--- src/rtl/noc_ni_pkg.sv ---
// NoC network interface: shared constants, packet layout
// and TX link FSM state encoding.
package noc_ni_pkg;

    localparam int PAYLOAD = 4;
    localparam int X_BITS  = 1;
    localparam int Y_BITS  = 1;
    localparam int PKT_W   = X_BITS + Y_BITS + PAYLOAD;

    typedef struct packed {
        logic [X_BITS-1:0]  x;
        logic [Y_BITS-1:0]  y;
        logic [PAYLOAD-1:0] payload;
    } packet_t;

    typedef enum logic [1:0] {
        IDLE,
        SETUP,
        WAIT
    } ni_tx_state_e;

endpackage

--- src/rtl/noc_ni_if.sv ---
// NoC network interface: PE-side valid/ready stream bundle.
// master = processing element, slave = network interface.
interface noc_ni_if
    import noc_ni_pkg::*;
#(
    parameter int DATA_W = PKT_W
);

    logic              tx_valid;
    logic              tx_ready;
    logic [DATA_W-1:0] tx_data;
    logic              rx_valid;
    logic              rx_ready;
    logic [DATA_W-1:0] rx_data;

    modport master (
        output tx_valid,
        output tx_data,
        input  tx_ready,
        input  rx_valid,
        input  rx_data,
        output rx_ready
    );

    modport slave (
        input  tx_valid,
        input  tx_data,
        output tx_ready,
        output rx_valid,
        output rx_data,
        input  rx_ready
    );

endinterface

--- src/rtl/noc_ni_sync_fifo.sv ---
// NoC network interface: single-clock FIFO with occupancy.
// A push into a full FIFO is taken only if a pop happens on the same edge.
module noc_ni_sync_fifo #(
    parameter int WIDTH = 8,
    parameter int DEPTH = 4,
    localparam int AW   = $clog2(DEPTH)
) (
    input  logic             clk,
    input  logic             rst,
    input  logic             push,
    input  logic             pop,
    input  logic [WIDTH-1:0] din,
    output logic [WIDTH-1:0] dout,
    output logic             full,
    output logic             empty,
    output logic [AW:0]      level
);

    logic [WIDTH-1:0] mem [DEPTH];
    logic [AW-1:0]    wr_ptr;
    logic [AW-1:0]    rd_ptr;
    logic [AW:0]      count;
    logic             do_push;
    logic             do_pop;

    assign full    = (count == (AW+1)'(DEPTH));
    assign empty   = (count == '0);
    assign level   = count;
    assign dout    = mem[rd_ptr];
    assign do_pop  = pop & ~empty;
    assign do_push = push & (~full | do_pop);

    // storage, pointers and occupancy; cleared so the head reads 0 after reset
    always_ff @(posedge clk or posedge rst) begin
        if (rst) begin
            for (int i = 0; i < DEPTH; i++) begin
                mem[i] <= '0;
            end
            wr_ptr <= '0;
            rd_ptr <= '0;
            count  <= '0;
        end else begin
            if (do_push) begin
                mem[wr_ptr] <= din;
                wr_ptr      <= wr_ptr + AW'(1);
            end
            if (do_pop) begin
                rd_ptr <= rd_ptr + AW'(1);
            end
            unique case ({do_push, do_pop})
                2'b10:   count <= count + (AW+1)'(1);
                2'b01:   count <= count - (AW+1)'(1);
                default: count <= count;
            endcase
        end
    end

endmodule

--- src/rtl/noc_ni.sv ---
// NoC network interface: PE valid/ready stream <-> 2-phase toggle
// req/ack mesh link, with TX/RX buffering, misroute flag and counters.
module noc_ni
    import noc_ni_pkg::*;
#(
    parameter int PAYLOAD     = noc_ni_pkg::PAYLOAD,
    parameter int X_BITS      = noc_ni_pkg::X_BITS,
    parameter int Y_BITS      = noc_ni_pkg::Y_BITS,
    parameter int MY_X        = 0,
    parameter int MY_Y        = 0,
    parameter int TX_DEPTH    = 4,
    parameter int RX_DEPTH    = 4,
    parameter int SYNC_STAGES = 2,
    parameter int CNT_W       = 16,
    localparam int W          = X_BITS + Y_BITS + PAYLOAD,
    localparam int HDR_W      = X_BITS + Y_BITS,
    localparam int TXL_W      = $clog2(TX_DEPTH) + 1,
    localparam int RXL_W      = $clog2(RX_DEPTH) + 1
) (
    input  logic             clk,
    input  logic             rst,
    noc_ni_if.slave          pe,
    output logic             req_o,
    output logic [W-1:0]     data_o,
    input  logic             ack_i,
    input  logic             req_i,
    input  logic [W-1:0]     data_i,
    output logic             ack_o,
    output logic [TXL_W-1:0] tx_level_o,
    output logic [RXL_W-1:0] rx_level_o,
    output logic             rx_misroute_o,
    output logic [CNT_W-1:0] tx_sent_o,
    output logic [CNT_W-1:0] rx_recv_o
);

    localparam logic [HDR_W-1:0] MY_HDR =
        {X_BITS'(MY_X), Y_BITS'(MY_Y)};

    logic [SYNC_STAGES-1:0] req_ff;
    logic [SYNC_STAGES-1:0] ack_ff;
    logic                   req_sync;
    logic                   ack_sync;
    logic                   req_seen;
    logic                   ack_seen;

    ni_tx_state_e           state;
    ni_tx_state_e           state_n;
    logic                   tx_load;
    logic                   tx_toggle;
    logic                   tx_pop;
    logic                   tx_push;
    logic                   tx_full;
    logic                   tx_empty;
    logic                   tx_rdy;
    logic [W-1:0]           tx_head;

    logic                   rx_pop;
    logic                   rx_accept;
    logic                   rx_full;
    logic                   rx_empty;

    assign req_sync = req_ff[SYNC_STAGES-1];
    assign ack_sync = ack_ff[SYNC_STAGES-1];

    // incoming toggles cross from the router's timing domain
    always_ff @(posedge clk or posedge rst) begin
        if (rst) begin
            req_ff <= '0;
            ack_ff <= '0;
        end else begin
            req_ff <= {req_ff[SYNC_STAGES-2:0], req_i};
            ack_ff <= {ack_ff[SYNC_STAGES-2:0], ack_i};
        end
    end

    // ---------------- TX path ----------------
    assign tx_rdy      = ~tx_full & ~rst;
    assign pe.tx_ready = tx_rdy;
    assign tx_push     = pe.tx_valid & tx_rdy;

    noc_ni_sync_fifo #(
        .WIDTH (W),
        .DEPTH (TX_DEPTH)
    ) u_tx_fifo (
        .clk   (clk),
        .rst   (rst),
        .push  (tx_push),
        .pop   (tx_pop),
        .din   (pe.tx_data),
        .dout  (tx_head),
        .full  (tx_full),
        .empty (tx_empty),
        .level (tx_level_o)
    );

    // TX FSM state register
    always_ff @(posedge clk or posedge rst) begin
        if (rst) begin
            state <= IDLE;
        end else begin
            state <= state_n;
        end
    end

    // TX FSM: present data, then toggle req, then wait for the ack toggle
    always_comb begin
        state_n   = state;
        tx_load   = 1'b0;
        tx_toggle = 1'b0;
        tx_pop    = 1'b0;
        unique case (state)
            IDLE: begin
                if (!tx_empty) begin
                    tx_load = 1'b1;
                    state_n = SETUP;
                end
            end
            SETUP: begin
                tx_toggle = 1'b1;
                state_n   = WAIT;
            end
            WAIT: begin
                if (ack_sync != ack_seen) begin
                    tx_pop  = 1'b1;
                    state_n = IDLE;
                end
            end
            default: state_n = IDLE;
        endcase
    end

    // link TX datapath: data leads req by one edge and holds until ack
    always_ff @(posedge clk or posedge rst) begin
        if (rst) begin
            data_o    <= '0;
            req_o     <= 1'b0;
            ack_seen  <= 1'b0;
            tx_sent_o <= '0;
        end else begin
            if (tx_load) begin
                data_o <= tx_head;
            end
            if (tx_toggle) begin
                req_o <= ~req_o;
            end
            if (tx_pop) begin
                ack_seen  <= ack_sync;
                tx_sent_o <= tx_sent_o + CNT_W'(1);
            end
        end
    end

    // ---------------- RX path ----------------
    assign rx_pop      = ~rx_empty & pe.rx_ready;
    assign rx_accept   = (req_sync != req_seen) & (~rx_full | rx_pop);
    assign pe.rx_valid = ~rx_empty;

    noc_ni_sync_fifo #(
        .WIDTH (W),
        .DEPTH (RX_DEPTH)
    ) u_rx_fifo (
        .clk   (clk),
        .rst   (rst),
        .push  (rx_accept),
        .pop   (rx_pop),
        .din   (data_i),
        .dout  (pe.rx_data),
        .full  (rx_full),
        .empty (rx_empty),
        .level (rx_level_o)
    );

    // link RX handshake: ack only once the packet is stored (back-pressure)
    always_ff @(posedge clk or posedge rst) begin
        if (rst) begin
            req_seen      <= 1'b0;
            ack_o         <= 1'b0;
            rx_recv_o     <= '0;
            rx_misroute_o <= 1'b0;
        end else if (rx_accept) begin
            req_seen  <= req_sync;
            ack_o     <= ~ack_o;
            rx_recv_o <= rx_recv_o + CNT_W'(1);
            if (data_i[W-1 -: HDR_W] != MY_HDR) begin
                rx_misroute_o <= 1'b1;
            end
        end
    end

endmodule

--- src/flat_wrapper.sv ---
// flat-port wrapper written by rule: the top's interface ports become plain ports
module noc_ni_flat import noc_ni_pkg::*;
#(
    parameter int PAYLOAD     = noc_ni_pkg::PAYLOAD,
    parameter int X_BITS      = noc_ni_pkg::X_BITS,
    parameter int Y_BITS      = noc_ni_pkg::Y_BITS,
    parameter int MY_X        = 0,
    parameter int MY_Y        = 0,
    parameter int TX_DEPTH    = 4,
    parameter int RX_DEPTH    = 4,
    parameter int SYNC_STAGES = 2,
    parameter int CNT_W       = 16,
    localparam int W          = X_BITS + Y_BITS + PAYLOAD,
    localparam int HDR_W      = X_BITS + Y_BITS,
    localparam int TXL_W      = $clog2(TX_DEPTH) + 1,
    localparam int RXL_W      = $clog2(RX_DEPTH) + 1
)
  (clk, rst, req_o, data_o, ack_i, req_i, data_i, ack_o, tx_level_o, rx_level_o, rx_misroute_o, tx_sent_o, rx_recv_o, pe_tx_valid, pe_tx_data, pe_tx_ready, pe_rx_valid, pe_rx_data, pe_rx_ready);
  noc_ni_if #(.DATA_W(6)) pe_i ();
  input  logic clk;
  input  logic rst;
  output logic req_o;
  output logic [W-1:0] data_o;
  input  logic ack_i;
  input  logic req_i;
  input  logic [W-1:0] data_i;
  output logic ack_o;
  output logic [TXL_W-1:0] tx_level_o;
  output logic [RXL_W-1:0] rx_level_o;
  output logic rx_misroute_o;
  output logic [CNT_W-1:0] tx_sent_o;
  output logic [CNT_W-1:0] rx_recv_o;
  input wire logic [$bits(pe_i.tx_valid)-1:0] pe_tx_valid;
  input wire logic [$bits(pe_i.tx_data)-1:0] pe_tx_data;
  output wire logic [$bits(pe_i.tx_ready)-1:0] pe_tx_ready;
  output wire logic [$bits(pe_i.rx_valid)-1:0] pe_rx_valid;
  output wire logic [$bits(pe_i.rx_data)-1:0] pe_rx_data;
  input wire logic [$bits(pe_i.rx_ready)-1:0] pe_rx_ready;
  assign pe_i.tx_valid = pe_tx_valid;
  assign pe_i.tx_data = pe_tx_data;
  assign pe_tx_ready = pe_i.tx_ready;
  assign pe_rx_valid = pe_i.rx_valid;
  assign pe_rx_data = pe_i.rx_data;
  assign pe_i.rx_ready = pe_rx_ready;
  noc_ni #(.PAYLOAD(PAYLOAD), .X_BITS(X_BITS), .Y_BITS(Y_BITS), .MY_X(MY_X), .MY_Y(MY_Y), .TX_DEPTH(TX_DEPTH), .RX_DEPTH(RX_DEPTH), .SYNC_STAGES(SYNC_STAGES), .CNT_W(CNT_W)) u_core (.clk(clk), .rst(rst), .pe(pe_i), .req_o(req_o), .data_o(data_o), .ack_i(ack_i), .req_i(req_i), .data_i(data_i), .ack_o(ack_o), .tx_level_o(tx_level_o), .rx_level_o(rx_level_o), .rx_misroute_o(rx_misroute_o), .tx_sent_o(tx_sent_o), .rx_recv_o(rx_recv_o));
endmodule
--- config.mk ---
export PLATFORM = sky130hd
export DESIGN_NAME = noc_ni_flat
export DESIGN_NICKNAME = d
export VERILOG_FILES = /design/src/rtl/noc_ni_pkg.sv /design/src/rtl/noc_ni_if.sv /design/src/rtl/noc_ni_sync_fifo.sv /design/src/rtl/noc_ni.sv /design/src/flat_wrapper.sv
export SDC_FILE = /design/constraint.sdc
export NUM_CORES = 1
export LEC_CHECK = 0
export CAP_MARGIN = 10
export CORE_MARGIN = 2
export CORE_UTILIZATION = 30
export DETAILED_ROUTE_END_ITERATION = 8
export PLACE_DENSITY = 0.47
export SYNTH_ARGS = -nofsm -noshare
export SYNTH_HDL_FRONTEND = slang
export SYNTH_SLANG_ARGS = --single-unit
--- constraint.sdc ---
create_clock -name clk -period 11.6 [get_ports clk]
set_clock_uncertainty 0.2 [all_clocks]
set_input_delay 1.74 -clock clk [delete_from_list [all_inputs] [get_ports clk]]
set_output_delay 1.74 -clock clk [all_outputs]
set_load 0.01 [all_outputs]
==> results.sh, run 1 <==
export IMPL_endpoint_kind="output port"
export IMPL_overflow=0
export IMPL_fp_dieArea_um2=17300
export IMPL_powerDensity_nw_per_um2=252
export IMPL_synth_cells=347
export IMPL_nets=456
export IMPL_r2r_cells=9
export IMPL_layout_commonest_cell="dfrtp_1"
export IMPL_setup_worst_path_class="in -> out"
export IMPL_ys_ff_latch=111
export IMPL_drtIter0Drc=151
export IMPL_synthesis_nets=379
export IMPL_fillCellCount=1548
export IMPL_grt_pass1_vias=3046
export IMPL_syn_area_per_cell_um2=14.1
export IMPL_cts_tree="done"
export IMPL_peakVddDrop_v=0.000107
export IMPL_grt_pass1_wl_um=16500
export IMPL_wl_met1_um=4720
export IMPL_io_buffers=72
export IMPL_area_growth_pct=25.6
export IMPL_crit_path_end="pe_tx_ready"
export IMPL_dp_hpwl_um=6690
export IMPL_drive_gt1_share_pct=22.1
export IMPL_r2r_end="u_core.u_rx_fifo.level[2]"
export IMPL_synth_edff_count=0
export IMPL_cts_made_buffers=9
export IMPL_ys_seq_area_share_pct=56.8
export IMPL_drc_errors=0
export IMPL_r2r_start="u_core.u_rx_fifo.level[0]"
export IMPL_cp_num_cells=3
export IMPL_clock_latency_ns=0.35
export IMPL_htreeDepth=3
export IMPL_finalSetupTns_ns=0
export IMPL_period_needed_ns=4.84
export IMPL_maxUsedRoutingLayer="met4"
export IMPL_wl_per_cell_um=15.2
export IMPL_dr_wl_met2_um=4530
export IMPL_grt_usage_pct=12.0
export IMPL_grt_max_degree=78
export IMPL_initial_utilization_pct=30.8
export IMPL_post_route_period_util_pct=41.7
export IMPL_setup_violations=0
export IMPL_ant_nets=0
export IMPL_via_per_inst=4.54
export IMPL_antenna_found_initial=0
export IMPL_cp_max_fo=3
export IMPL_worstHoldPathType="reg -> reg"
export IMPL_relSlewSlack_pct=32.8
export IMPL_path_common_cell="clkdlybuf4s50_1"
export IMPL_cp_top_family="buffers and inverters"
export IMPL_final_cell_mix="dfrtp_1 (111), clkdlybuf4s50_1 (72), mux2_2 (56)"
export IMPL_cts_buffer_depth=2
export IMPL_max_cap_viol_count=0
export IMPL_postCtsSetupBuffers=0
export IMPL_critPathLaunchType="input port"
export IMPL_synth_ff_type="dfrtp_1"
export IMPL_fmax_mhz=207
export IMPL_hold_start="u_core.ack_ff[0]"
export IMPL_finalMaxSlewViolations=0
export IMPL_tightest_slew_ns=1.01
export IMPL_multi_input_area_um2=2010
export IMPL_yosys_cell_types_count=35
export IMPL_crit_chain="clkdlybuf4s50_1, a21oi_1, clkdlybuf4s50_1"
export IMPL_crit_required_ns=9.66
export IMPL_cts_root_buffer="clkbuf_16"
export IMPL_fin_util_pct=38.7
export IMPL_place_gp_congestion=0.691
export IMPL_cp_buffers_inverters=2
export IMPL_run_status="completed"
export IMPL_rrSetupSlack_ns=8.92
export IMPL_coreArea_um2=15900
export IMPL_netlist_area_um2=4890
export IMPL_cts_sink_count=111
export IMPL_hold_buffers=0
export IMPL_cpPeakStageDelay_ns=0.55
export IMPL_dieWidth_um=132
export IMPL_p_leak_nw=2.62
export IMPL_setup_slack_ns=6.76
export IMPL_met3_length_um=421
export IMPL_cp_arrival_ns=2.90
export IMPL_yosys_warnings=0
export IMPL_critical_path_slowest_cell="clkdlybuf4s50_1"
export IMPL_io_pins=73
export IMPL_dp_slack_ns=6.75
export IMPL_n_antenna_cell=0
export IMPL_routed_wl_um=9790
export IMPL_rows=46
export IMPL_vias=2928
export IMPL_startpoint="rst"
export IMPL_postCtsResizedCells=0
export IMPL_final_seq_area_um2=2780
export IMPL_fp_dieH_um=132
export IMPL_hold_violations=0
export IMPL_path_clk_slew_ns=0.06
export IMPL_dr_pass1_iters=4
export IMPL_rsz0062_at_grt="no"
export IMPL_synth_async_reset_ratio_pct=100
worst min-delay path by stage:
stage               slack (ns)  cells after the start                to
global placement          0.14                      0  u_core.req_ff[1]
global route              0.16                      0  u_core.ack_ff[1]
CTS                       0.16                      0  u_core.ack_ff[1]
floorplan                 0.13                      0  u_core.ack_ff[1]
finish                    0.16                      0  u_core.ack_ff[1]
detailed placement        0.15                      0  u_core.ack_ff[1]
routing by layer:
metal | global-route usage (%) | up-vias
li1 | - | 1370
met1 | 16.5 | 1495
met2 | 18.0 | 54
met3 | 4.21 | 9
met4 | 3.44 | 0
met5 | 0 | -
stage by stage:
step	power, mW	hold slack (ns)	instance area (um2)	cells
6_report	1.55	0.155	6140	645
3_3_place_gp	1.25	0.140	5850	629
4_1_cts	1.58	0.162	6140	645
2_1_floorplan	1.03	0.131	4890	347
5_1_grt	1.66	0.165	6140	645
3_5_place_dp	1.27	0.147	5850	629
synth_stat cells (3+ instances only):
library cell | instances | area [um2]
dfrtp_1 | 111 | 2780
mux2_2 | 56 | 631
xnor2_1 | 32 | 280
nand2_1 | 20 | 75.1
inv_1 | 14 | 52.6
xor2_1 | 14 | 123
nand4_1 | 13 | 81.3
ha_1 | 12 | 150
mux4_2 | 12 | 270
nand3_1 | 7 | 35.0
and3_1 | 6 | 37.5
nor2_1 | 6 | 22.5
nor3_1 | 6 | 30.0
nand2_4 | 4 | 45.0
and4_1 | 3 | 26.3
clkbuf_1 | 3 | 11.3
nand2b_1 | 3 | 18.8
o21ai_0 | 3 | 15.0
report_power, final:
part | total, mW | internal [mW] | switching [mW]
Combinational | 0.586 | 0.357 | 0.229
Clock | 0.301 | 0.164 | 0.137
Sequential | 0.661 | 0.539 | 0.123
layout make-up:
| type | instances | area share [%] |
|---|---|---|
| flip-flops and latches | 111 | 45.2 |
| multi-input cells | 214 | 32.8 |
| repair buffers | 73 | 11.9 |
| clock buffers | 14 | 4.46 |
| well taps | 216 | 4.40 |
| inverters | 15 | 1.04 |
| clock inverters | 2 | 0.224 |
registers in the layout, summed over array words and instances, names as in the netlist:
signal	cells
u_core.ack_ff	2
u_core.ack_o	1
u_core.ack_seen	1
u_core.data_o	6
u_core.req_ff	2
u_core.req_o	1
u_core.req_seen	1
u_core.rx_misroute_o	1
u_core.rx_recv_o	16
u_core.state	2
u_core.tx_sent_o	16
u_core.u_rx_fifo.level	3
u_core.u_rx_fifo.mem	24
u_core.u_rx_fifo.rd_ptr	2
u_core.u_rx_fifo.wr_ptr	2
u_core.u_tx_fifo.level	3
u_core.u_tx_fifo.mem	24
u_core.u_tx_fifo.rd_ptr	2
u_core.u_tx_fifo.wr_ptr	2
cells by family after synthesis:
kind of cell / count (synthesis) / share of synthesized area, %
buffers and inverters: 22 / 1.97
muxes: 71 / 19.1
AOI/OAI and AO/OA: 6 / 0.742
DFF: 111 / 56.8
xor gates and xnor gates: 46 / 8.24
adders and majority gates: 14 / 3.89
and+or+nand+nor: 77 / 9.27
Power figures use the tool's default switching activity.
==> run 2, diff against run 1 <==
==> constraint.sdc (replaced) <==
create_clock -name clk -period 4.7 [get_ports clk]
set_clock_uncertainty 0.2 [all_clocks]
set_input_delay 0.705 -clock clk [delete_from_list [all_inputs] [get_ports clk]]
set_output_delay 0.705 -clock clk [all_outputs]
set_load 0.01 [all_outputs]
==> results.sh, run 2 (synthesized netlist as in run 1, its figures left out) <==
export IMPL_fp_dieH_um=132
export IMPL_drc_errors=0
export IMPL_cts_sink_count=111
export IMPL_critical_path_slowest_cell="dfrtp_1"
export IMPL_io_pins=73
export IMPL_max_cap_viol_count=0
export IMPL_endpoint_kind="output port"
export IMPL_run_status="completed"
export IMPL_fin_util_pct=38.7
export IMPL_htreeDepth=3
export IMPL_setup_worst_path_class="reg -> out"
export IMPL_hold_violations=0
export IMPL_ant_nets=0
export IMPL_io_buffers=72
export IMPL_grt_max_degree=75
export IMPL_tightest_slew_ns=0.922
export IMPL_crit_chain="mux4_2, clkdlybuf4s50_1"
export IMPL_drive_gt1_share_pct=22.1
export IMPL_setup_violations=0
export IMPL_antenna_found_initial=0
export IMPL_dpl_instance_area_um2=5860
export IMPL_layout_commonest_cell="dfrtp_1"
export IMPL_relSlewSlack_pct=38.6
export IMPL_area_growth_pct=25.9
export IMPL_coreArea_um2=15900
export IMPL_dp_slack_ns=1.40
export IMPL_finalMaxSlewViolations=0
export IMPL_via_per_inst=4.53
export IMPL_drtIter0Drc=125
export IMPL_overflow=0
export IMPL_cts_tree="done"
export IMPL_clock_latency_ns=0.35
export IMPL_powerDensity_nw_per_um2=624
export IMPL_p_leak_nw=2.62
export IMPL_path_clk_slew_ns=0.07
export IMPL_finalSetupTns_ns=0
export IMPL_post_route_period_util_pct=63.5
export IMPL_cp_buffers_inverters=1
export IMPL_grt_usage_pct=12.1
export IMPL_peakVddDrop_v=0.000207
export IMPL_initial_utilization_pct=30.8
export IMPL_cts_made_buffers=9
export IMPL_postLayoutCellArea_um2=6150
export IMPL_critPathLaunchType="flip-flop"
export IMPL_cts_root_buffer="clkbuf_16"
export IMPL_cp_top_family="flip-flops"
export IMPL_hold_buffers=0
export IMPL_routed_wl_um=9670
export IMPL_grt_pass1_wl_um=16600
export IMPL_cts_buffer_depth=2
export IMPL_grt_pass1_vias=3161
export IMPL_setup_slack_ns=1.72
export IMPL_hold_ws_ns=0.151
export IMPL_wl_per_cell_um=15.0
export IMPL_dp_hpwl_um=6730
export IMPL_dieWidth_um=132
export IMPL_fillCellCount=1553
export IMPL_final_cell_mix="dfrtp_1 (111), clkdlybuf4s50_1 (72), mux2_2 (56)"
export IMPL_period_needed_ns=2.98
export IMPL_cp_max_fo=8
export IMPL_vias=2926
export IMPL_reg_top3="u_core.u_rx_fifo.mem (24), u_core.u_tx_fifo.mem (24)"
export IMPL_postCtsResizedCells=0
export IMPL_rsz0062_at_grt="no"
export IMPL_rows=46
export IMPL_fp_dieArea_um2=17300
export IMPL_fmax_mhz=335
export IMPL_n_antenna_cell=0
export IMPL_worstHoldPathType="reg -> reg"
export IMPL_place_gp_congestion=0.751
export IMPL_nets=457
export IMPL_cpPeakStageDelay_ns=0.65
export IMPL_crit_required_ns=3.80
export IMPL_postCtsSetupBuffers=0
export IMPL_cp_arrival_ns=2.08
export IMPL_dr_pass1_iters=4
==> run 2: final cells by class <==
| cell class | count | area (um2) | area share [%] |
|---|---|---|---|
| Timing Repair Buffer | 74 | 736 | 12.0 |
| Inverter | 15 | 63.8 | 1.04 |
| Multi-Input combinational cell | 214 | 2010 | 32.7 |
| Clock buffer | 13 | 250 | 4.07 |
| Clock inverter | 3 | 42.5 | 0.691 |
| Tap cell | 216 | 270 | 4.39 |
| Sequential cell | 111 | 2780 | 45.1 |
==> run 2: layer usage <==
metal  track usage, %  up-vias  routed length (um)
met2             17.8       56                4330
met4             5.43        0                 186
met3             2.82       10                 387
met1             17.0     1481                4760
met5                0        -                   0
li1                 -     1379                   -
==> run 2: power breakdown <==
group	internal (mW)	switching (mW)
registers	1.33	0.307
clock network	0.428	0.333
logic	0.882	0.563
==> run 2: worst paths after layout <==
check                                           start  depth (start not counted)                         to  slack [ns]
setup / recovery           u_core.u_rx_fifo.rd_ptr[0]                          2              pe_rx_data[1]        1.72
hold / removal                       u_core.req_ff[0]                          0           u_core.req_ff[1]        0.15
setup reg to reg            u_core.u_rx_fifo.level[0]                          9  u_core.u_rx_fifo.level[2]        2.04
hold reg to reg                      u_core.req_ff[0]                          0           u_core.req_ff[1]        0.15
max in group asynchronous                         rst                          3           u_core.data_o[4]        2.65
min in group asynchronous                         rst                          2  u_core.u_tx_fifo.level[0]        0.75
==> run 2: stage by stage <==
stage | power (mW) | cells
2_1_floorplan | 2.55 | 347
3_3_place_gp | 3.08 | 630
3_5_place_dp | 3.13 | 630
4_1_cts | 3.91 | 646
5_1_grt | 4.11 | 646
6_report | 3.84 | 646
==> run 2: worst reg2reg max path, stage by stage, from the launching register on <==
cell	delay (ns)
dfrtp_1	0.44
or4b_4	0.59
and2_4	0.24
clkinv_4	0.10
ha_1	0.18
inv_1	0.06
fa_1	0.37
xor2_1	0.15
nor2_1	0.11
xor2_1	0.15
==> run 3, diff against run 2 <==
==> constraint.sdc (replaced) <==
create_clock -name clk -period 2.9 [get_ports clk]
set_clock_uncertainty 0.2 [all_clocks]
set_input_delay 0.435 -clock clk [delete_from_list [all_inputs] [get_ports clk]]
set_output_delay 0.435 -clock clk [all_outputs]
set_load 0.01 [all_outputs]
==> results.sh, run 3 (synthesized netlist as in run 1, its figures left out) <==
export IMPL_run_status="completed"
export IMPL_initial_utilization_pct=30.8
export IMPL_dr_wl_met2_um=4600
export IMPL_antenna_found_initial=0
export IMPL_fmax_mhz=369
export IMPL_layout_commonest_cell="dfrtp_1"
export IMPL_hold_buffers=0
export IMPL_reg_top3="u_core.u_rx_fifo.mem (24), u_core.u_tx_fifo.mem (24)"
export IMPL_grt_pass1_wl_um=16600
export IMPL_io_buffers=72
export IMPL_grt_max_degree=53
export IMPL_hold_start="u_core.req_ff[0]"
export IMPL_postCtsResizedCells=0
export IMPL_cts_sink_count=111
export IMPL_peakVddDrop_v=0.000539
export IMPL_finalSetupTns_ns=0
export IMPL_rsz0062_at_grt="no"
export IMPL_tightest_slew_ns=0.560
export IMPL_ant_nets=0
export IMPL_critical_path_slowest_cell="dfrtp_1"
export IMPL_nets=463
export IMPL_fp_dieArea_um2=17300
export IMPL_drc_errors=0
export IMPL_dp_slack_ns=0.0602
export IMPL_dieWidth_um=132
export IMPL_hold_ws_ns=0.150
export IMPL_clock_latency_ns=0.35
export IMPL_period_needed_ns=2.71
export IMPL_cp_top_family="flip-flops"
export IMPL_cp_buffers_inverters=1
export IMPL_cts_made_buffers=9
export IMPL_cpPeakStageDelay_ns=0.64
export IMPL_htreeDepth=3
export IMPL_crit_chain="mux4_2, clkdlybuf4s50_1"
export IMPL_dr_pass1_iters=4
export IMPL_coreArea_um2=15900
export IMPL_p_leak_nw=2.66
export IMPL_setup_slack_ns=0.192
export IMPL_path_clk_slew_ns=0.07
export IMPL_drive_gt1_share_pct=23.4
export IMPL_cts_buffer_depth=2
export IMPL_maxUsedRoutingLayer="met4"
export IMPL_dp_hpwl_um=6630
export IMPL_max_cap_viol_count=0
export IMPL_n_antenna_cell=0
export IMPL_grt_pass1_vias=3096
export IMPL_met3_length_um=423
export IMPL_drtIter0Drc=157
export IMPL_post_route_period_util_pct=93.4
export IMPL_routed_wl_um=9750
export IMPL_grt_usage_pct=12.2
export IMPL_cp_arrival_ns=2.07
export IMPL_cp_max_fo=8
export IMPL_relSlewSlack_pct=62.5
export IMPL_postCtsSetupBuffers=0
export IMPL_critPathLaunchType="flip-flop"
export IMPL_cts_tree="done"
export IMPL_cts_root_buffer="clkbuf_16"
export IMPL_via_per_inst=4.51
export IMPL_finalMaxSlewViolations=0
export IMPL_place_gp_congestion=0.731
export IMPL_final_cell_mix="dfrtp_1 (111), clkdlybuf4s50_1 (72), mux2_2 (56)"
export IMPL_vias=2942
export IMPL_fp_dieH_um=132
export IMPL_io_pins=73
export IMPL_setup_violations=0
export IMPL_crit_required_ns=2.27
export IMPL_powerDensity_nw_per_um2=1010
export IMPL_startpoint="u_core.u_rx_fifo.rd_ptr[0]"
export IMPL_endpoint_kind="output port"
export IMPL_wl_met1_um=4600
export IMPL_setup_worst_path_class="reg -> out"
export IMPL_overflow=0
export IMPL_rows=46
export IMPL_area_growth_pct=27.3
export IMPL_hold_violations=0
export IMPL_wl_per_cell_um=15.0
export IMPL_r2r_start="u_core.u_rx_fifo.level[0]"
export IMPL_worstHoldPathType="reg -> reg"
run 3: stage by stage:
step           instance area [um2]  utilization, %  instances  total power, mW
2_1_floorplan                 4890               -        347             4.13
3_3_place_gp                  5930            37.4        636             5.04
3_5_place_dp                  5930            37.4        636             5.10
4_1_cts                       6220            39.2        652             6.38
5_1_grt                       6220            39.2        652             6.70
6_report                      6220            39.2        652             6.26
run 3: per-layer routing:
layer / up-vias / global-route usage, %
met5: - / 0
met4: 0 / 3.62
met3: 8 / 4.24
met2: 54 / 18.8
met1: 1500 / 16.1
li1: 1380 / -
run 3: area by class of cell:
type                    count  area (um2)
well taps                 216         270
inverters                  15        65.1
multi-input cells         214        2010
clock inverters             4        45.0
clock buffers              12         246
fillers                  1548        9660
repair buffers             80         806
flip-flops and latches    111        2780
run 3: power breakdown:
group	switching [mW]	total [mW]	internal [mW]
sequential	0.485	2.64	2.15
combinational	0.909	2.38	1.47
clock	0.556	1.25	0.691
total	1.95	6.26	4.31
run 3: path summary, 6_finish.rpt:
| kind | to | slack (ns) | cells after the start |
|---|---|---|---|
| max | pe_rx_data[1] | 0.19 | 2 |
| min | u_core.req_ff[1] | 0.15 | 0 |
| max reg2reg | u_core.u_rx_fifo.level[2] | 0.40 | 9 |
| min reg2reg | u_core.req_ff[1] | 0.15 | 0 |
| max in group asynchronous | u_core.rx_recv_o[4] | 1.66 | 3 |
| min in group asynchronous | u_core.u_tx_fifo.level[2] | 0.25 | 2 |
